===== config.mk =====
export PLATFORM = sky130hd
export DESIGN_NAME = cell_collector
export DESIGN_NICKNAME = d
export VERILOG_FILES = /design/src/rtl/cell_collector.sv
export SDC_FILE = /design/constraint.sdc
export NUM_CORES = 1
export LEC_CHECK = 0
export ABC_AREA = 1
export BUFFER_PORTS_ARGS = -buffer_cell sky130_fd_sc_hd__buf_2
export CAP_MARGIN = 30
export CORE_MARGIN = 8
export CORE_UTILIZATION = 28
export CTS_BUF_LIST = sky130_fd_sc_hd__clkbuf_4
export CTS_CLUSTER_DIAMETER = 100
export DETAILED_ROUTE_END_ITERATION = 8
export GPL_TIMING_DRIVEN = 1
export SYNTH_ARGS = -nofsm -noshare
export SYNTH_HDL_FRONTEND = slang
export SYNTH_SLANG_ARGS = --single-unit

===== constraint.sdc =====
create_clock -name clk -period 11.6 [get_ports clk]
set_clock_uncertainty 0.05 [all_clocks]
set_input_delay 1.16 -clock clk [delete_from_list [all_inputs] [get_ports clk]]
set_output_delay 1.16 -clock clk [all_outputs]
set_load 0.005 [all_outputs]

===== src/rtl/cell_collector.sv =====
// cell_collector: arbitrates 16 cell injection requests onto 7 router buffer
// channels and forwards each bound cell's serial message, tagged with its
// source address, into the bound buffer.
//
// Optional feature: define CELL_COLLECTOR_PARITY_EN to expect one trailing
// even-parity bit per message (checked, not forwarded, reported on bufErr).
//
// Ports:
//   clk, rst_n      clock, asynchronous active-low reset
//   cellReq[0:15]   per-cell injection request (level)
//   cellIn[0:15]    per-cell serial message bit
//   cellAck[0:15]   one-cycle grant pulse to a cell
//   bufFree[0:6]    buffer k can accept a new message
//   bufBit[0:6]     serial bit to buffer k
//   bufVal[0:6]     bufBit[k] valid this cycle
//   bufAddr[27:0]   source cell of channel k in bits [4k+3:4k]
//   bufErr[0:6]     parity-error pulse (constant 0 without parity)
module cell_collector #(
    parameter int unsigned MSG_LEN = 32
) (
    input  logic        clk,
    input  logic        rst_n,
    input  logic [0:15] cellReq,
    input  logic [0:15] cellIn,
    output logic [0:15] cellAck,
    input  logic [0:6]  bufFree,
    output logic [0:6]  bufBit,
    output logic [0:6]  bufVal,
    output logic [27:0] bufAddr,
    output logic [0:6]  bufErr
);

    localparam int unsigned N_CELL = 16;
    localparam int unsigned N_CH   = 7;
    localparam int unsigned AW     = 4;
    localparam int unsigned CW     = $clog2(MSG_LEN + 1);
`ifdef CELL_COLLECTOR_PARITY_EN
    localparam int unsigned XFER_LEN = MSG_LEN + 1;
`else
    localparam int unsigned XFER_LEN = MSG_LEN;
`endif
    localparam logic [CW-1:0] LAST = CW'(XFER_LEN - 1);

    typedef enum logic [1:0] {ST_IDLE, ST_ACK, ST_XFER} ch_state_e;

    ch_state_e       state_q [N_CH];
    ch_state_e       state_d [N_CH];
    logic [CW-1:0]   cnt_q   [N_CH];
    logic [CW-1:0]   cnt_d   [N_CH];
    logic [27:0]     addr_q, addr_d;
    logic [AW-1:0]   rr_q, rr_d;
    logic [0:15]     ack_q, ack_d;
    logic [0:6]      bit_q, bit_d;
    logic [0:6]      val_q, val_d;
`ifdef CELL_COLLECTOR_PARITY_EN
    logic [0:6]      par_q, par_d;
    logic [0:6]      err_q, err_d;
`endif

    logic [0:15]     bound;
    logic            win_found;
    logic [AW-1:0]   win_idx;
    logic [AW-1:0]   cand;
    logic            granted;
    logic [AW-1:0]   src;
    logic            smp;

    // Next-state: per-channel sequencing, round-robin arbitration, binding
    always_comb begin
        for (int unsigned k = 0; k < N_CH; k++) begin
            state_d[k] = state_q[k];
            cnt_d[k]   = cnt_q[k];
        end
        addr_d    = addr_q;
        rr_d      = rr_q;
        ack_d     = '0;
        bit_d     = '0;
        val_d     = '0;
`ifdef CELL_COLLECTOR_PARITY_EN
        par_d     = par_q;
        err_d     = '0;
`endif
        bound     = '0;
        win_found = 1'b0;
        win_idx   = '0;
        cand      = '0;
        granted   = 1'b0;
        src       = '0;
        smp       = 1'b0;

        // A cell stays bound through its channel's final sample edge
        for (int unsigned k = 0; k < N_CH; k++) begin
            if (state_q[k] != ST_IDLE) begin
                bound[addr_q[4*k +: 4]] = 1'b1;
            end
        end

        for (int unsigned k = 0; k < N_CH; k++) begin
            src = addr_q[4*k +: 4];
            smp = cellIn[src];
            case (state_q[k])
                ST_ACK: begin
                    state_d[k] = ST_XFER;
                    cnt_d[k]   = '0;
`ifdef CELL_COLLECTOR_PARITY_EN
                    par_d[k]   = 1'b0;
`endif
                end
                ST_XFER: begin
                    cnt_d[k] = cnt_q[k] + CW'(1);
`ifdef CELL_COLLECTOR_PARITY_EN
                    if (cnt_q[k] == CW'(MSG_LEN)) begin
                        err_d[k] = par_q[k] ^ smp;
                    end else begin
                        bit_d[k] = smp;
                        val_d[k] = 1'b1;
                        par_d[k] = par_q[k] ^ smp;
                    end
`else
                    bit_d[k] = smp;
                    val_d[k] = 1'b1;
`endif
                    if (cnt_q[k] == LAST) begin
                        state_d[k] = ST_IDLE;
                    end
                end
                default: ;
            endcase
        end

        // Round-robin winner search starting at rr_q
        for (int unsigned i = 0; i < N_CELL; i++) begin
            cand = rr_q + AW'(i);
            if (!win_found && cellReq[cand] && !bound[cand]) begin
                win_found = 1'b1;
                win_idx   = cand;
            end
        end

        // Lowest free channel; a channel on its final sample is reusable now
        if (win_found) begin
            for (int unsigned k = 0; k < N_CH; k++) begin
                if (!granted && bufFree[k] &&
                    (state_q[k] == ST_IDLE ||
                     (state_q[k] == ST_XFER && cnt_q[k] == LAST))) begin
                    granted        = 1'b1;
                    state_d[k]     = ST_ACK;
                    addr_d[4*k +: 4] = win_idx;
                end
            end
        end

        if (granted) begin
            ack_d[win_idx] = 1'b1;
            rr_d           = win_idx + AW'(1);
        end
    end

    // State and output registers
    always_ff @(posedge clk or negedge rst_n) begin
        if (!rst_n) begin
            for (int unsigned k = 0; k < N_CH; k++) begin
                state_q[k] <= ST_IDLE;
                cnt_q[k]   <= '0;
            end
            addr_q <= '0;
            rr_q   <= '0;
            ack_q  <= '0;
            bit_q  <= '0;
            val_q  <= '0;
`ifdef CELL_COLLECTOR_PARITY_EN
            par_q  <= '0;
            err_q  <= '0;
`endif
        end else begin
            for (int unsigned k = 0; k < N_CH; k++) begin
                state_q[k] <= state_d[k];
                cnt_q[k]   <= cnt_d[k];
            end
            addr_q <= addr_d;
            rr_q   <= rr_d;
            ack_q  <= ack_d;
            bit_q  <= bit_d;
            val_q  <= val_d;
`ifdef CELL_COLLECTOR_PARITY_EN
            par_q  <= par_d;
            err_q  <= err_d;
`endif
        end
    end

    assign cellAck = ack_q;
    assign bufBit  = bit_q;
    assign bufVal  = val_q;
    assign bufAddr = addr_q;
`ifdef CELL_COLLECTOR_PARITY_EN
    assign bufErr  = err_q;
`else
    assign bufErr  = '0;
`endif

endmodule


==> impl_metrics.env <==
export IMPL_status="finished, final reports clean"
export IMPL_synth_main_ff_cell="dfrtp_1"
export IMPL_synth_edf_count=0
export IMPL_start_util_pct=28.12
export IMPL_htree_levels=4
export IMPL_routedWlPerCell_um=16.67
export IMPL_synth_top_cell_by_area="dfrtp_1"
export IMPL_clock_sinks=118
export IMPL_rsz0062_at_grt="no"
export IMPL_tns_ns=0
export IMPL_synthToLayoutAreaGrowth_pct=12.73
export IMPL_slowest_delay_ns=0.66
export IMPL_synth_fa_ha_area_share_pct=5.825
export IMPL_fmax_mhz=168.4
export IMPL_cp_num_buf_inv=5
export IMPL_worst_pin_slew_ns=0.8985
export IMPL_synth_top_family_by_area="simple AND/OR/NAND/NOR gates"
export IMPL_antenna_found_initial=1
export IMPL_arrival_ns=6.33
export IMPL_synthCells=1513
export IMPL_dp_final_hpwl_um=26950
export IMPL_routed_wl_um=34660
export IMPL_crit_fanout=24
export IMPL_die_area_um2=41550
export IMPL_drtIter0Drc=1203
export IMPL_netlist_area_um2=9881
export IMPL_pin_count=106
export IMPL_hold_path_class="reg2reg"
export IMPL_startpoint_type="flop"
export IMPL_max_clock_path_buffers=2
export IMPL_ys_seq_elements=118
export IMPL_ys_warn_count=0
export IMPL_setup_viol=0
export IMPL_nets=1690
export IMPL_cts_clk_slew_worst_paths_ns=0.12
export IMPL_endpoint_kind="flop"
export IMPL_cpMostUsedCell="nand2_1"
export IMPL_grt_pass1_vias=9979
export IMPL_io_buffers=98
export IMPL_synth_top_cell_area_share_pct=29.88
export IMPL_synth_xor_area_share_pct=0.7091
export IMPL_finalHoldViolCount=0
export IMPL_dieWidth_um=203.9
export IMPL_period_needed_ns=5.938
export IMPL_grt_total_usage_pct=16.51
export IMPL_slew_violations=0
export IMPL_avgSynthCellArea_um2=6.531
export IMPL_drive_gt1_share_pct=11.94
export IMPL_core_rowCount=69
export IMPL_critical_path_top_delay_family="simple AND/OR/NAND/NOR gates"
export IMPL_first_pass_iters=6
export IMPL_synthMuxAreaShare_pct=0.6078
export IMPL_worst_setup_path_type="reg2reg"
export IMPL_numCtsBuffers=17
export IMPL_synth_seq_area_share_pct=29.88
export IMPL_vias=10570
export IMPL_relSlewSlack_pct=39.93
export IMPL_required_ns=11.99
export IMPL_synth_simple_area_share_pct=39.75
export IMPL_clock_latency_ns=0.56
export IMPL_die_height_um=203.9
export IMPL_slowest_stage="inv_1"
export IMPL_drc=0
export IMPL_finalWeightedCongestion=0.9573
export IMPL_core_area_um2=35140
export IMPL_grt_overflow_total=0
export IMPL_grt_max_degree=69
export IMPL_synth_area_leaders="dfrtp_1, nand2_1, nand3_1"
export IMPL_cts_root_buffer="clkbuf_4"
export IMPL_post_cts_buffers=0
export IMPL_final_antenna_net_count=0
export IMPL_cts_tree="done"
export IMPL_grt_pass1_wl_um=54410
export IMPL_ctsResizeCount=0
export IMPL_synth_async_reset_ratio_pct=100.0
export IMPL_synth_cell_types=54
export IMPL_ctsHoldBuffers=0
export IMPL_synth_compound_area_share_pct=14.17
export IMPL_max_cap_violations=0
export IMPL_avgViaCountPerCell=5.086
export IMPL_post_route_period_util_pct=51.19
==> area by class of cell <==
| class | instances | area (µm²) |
|---|---|---|
| fillers | 3870 | 24000 |
| repair buffers | 104 | 538.0 |
| well taps | 461 | 576.8 |
| flip-flops and latches | 118 | 2953 |
| clock inverters | 15 | 193.9 |
| diodes | 2 | 5.005 |
| multi-input cells | 1180 | 6060 |
| clock buffers | 17 | 127.6 |
| inverters | 182 | 684.4 |
==> synth_stat cells, types with 5 or more instances <==
cell type	count
nand2_1	416
nor2_1	196
inv_1	170
nand3_1	162
dfrtp_1	118
o21ai_0	72
a21oi_1	47
ha_1	46
nor3_1	35
a22oi_1	30
o221ai_1	29
nand4_1	24
buf_2	18
nor2_2	12
or2_2	11
buf_4	10
inv_2	10
o21a_1	10
nand2_2	8
a41oi_1	7
clkbuf_1	7
nor3b_1	7
mux2i_1	6
xor2_1	6
o21ai_1	5
==> worst reg2reg max path: cells and delay by family, from the launching register on <==
| family | cells | cell delay [ns] |
|---|---|---|
| compound gates | 2 | 0.59 |
| fa+ha+maj | 1 | 0.60 |
| buf+inv | 5 | 1.77 |
| flops | 1 | 0.37 |
| simple gates | 21 | 2.44 |
==> through the flow <==
stage	hold slack [ns]	area [µm²]	setup slack [ns]	utilization [%]	cells
2_1_floorplan	0.4181	9903	7.194	-	1519
3_3_place_gp	0.4417	10800	5.870	30.75	2044
4_1_cts	0.4707	11130	5.723	31.66	2076
3_5_place_dp	0.4451	10800	5.749	30.75	2044
5_1_grt	0.4952	11140	4.966	31.70	2079
6_report	0.4664	11140	5.662	31.70	2079
==> layout by cell type, fill, tap and decap left out, types with 35 or more instances in the layout <==
cell and n:
nor2_1 196, ha_1 46, nand3_1 162, a21oi_1 47, nor3_1 35, inv_1 170, buf_2 97, o21ai_0 72
nand2_1 416, dfrtp_1 118
==> metal layers <==
layer	global-route usage [%]	share of wire, %	vias to the layer above
li1	-	-	5192
met1	21.79	45	4835
met2	25.54	43	459
met3	3.899	8.5	87
met4	6.889	3.8	0
met5	0	0	-
==> registers in the layout, indices dropped and copies added, names as in the netlist <==
signal   count
rr_q         4
bufAddr     28
cellAck     16
state_q     14
bufBit       7
bufVal       7
cnt_q       42
==> worst paths after layout <==
| path | startpoint | end | slack [ns] | cells after the start |
|---|---|---|---|---|
| worst max-delay path | rr_q[1] | cellAck[4] | 5.66 | 29 |
| worst min-delay path | cnt_q[6] | cnt_q[6] | 0.47 | 1 |
| worst max register to register | rr_q[1] | cellAck[4] | 5.66 | 29 |
| worst min register to register | cnt_q[6] | cnt_q[6] | 0.47 | 1 |
| max in group asynchronous | rst_n | bufBit[5] | 9.55 | 2 |
| min in group asynchronous | rst_n | bufAddr[5] | 0.58 | 1 |
==> logic make-up after synthesis <==
logic type | after synthesis
AO/OA/AOI/OAI | 220
XOR/XNOR | 8
adder cells (fa/ha/maj) | 46
buffers and inverters | 221
flip-flops | 118
multiplexers | 6
other | 1
AND/OR/NAND/NOR | 893
Power is not shown: default switching activity piles up to over one toggle a cycle in this logic, so the estimate is an artifact.
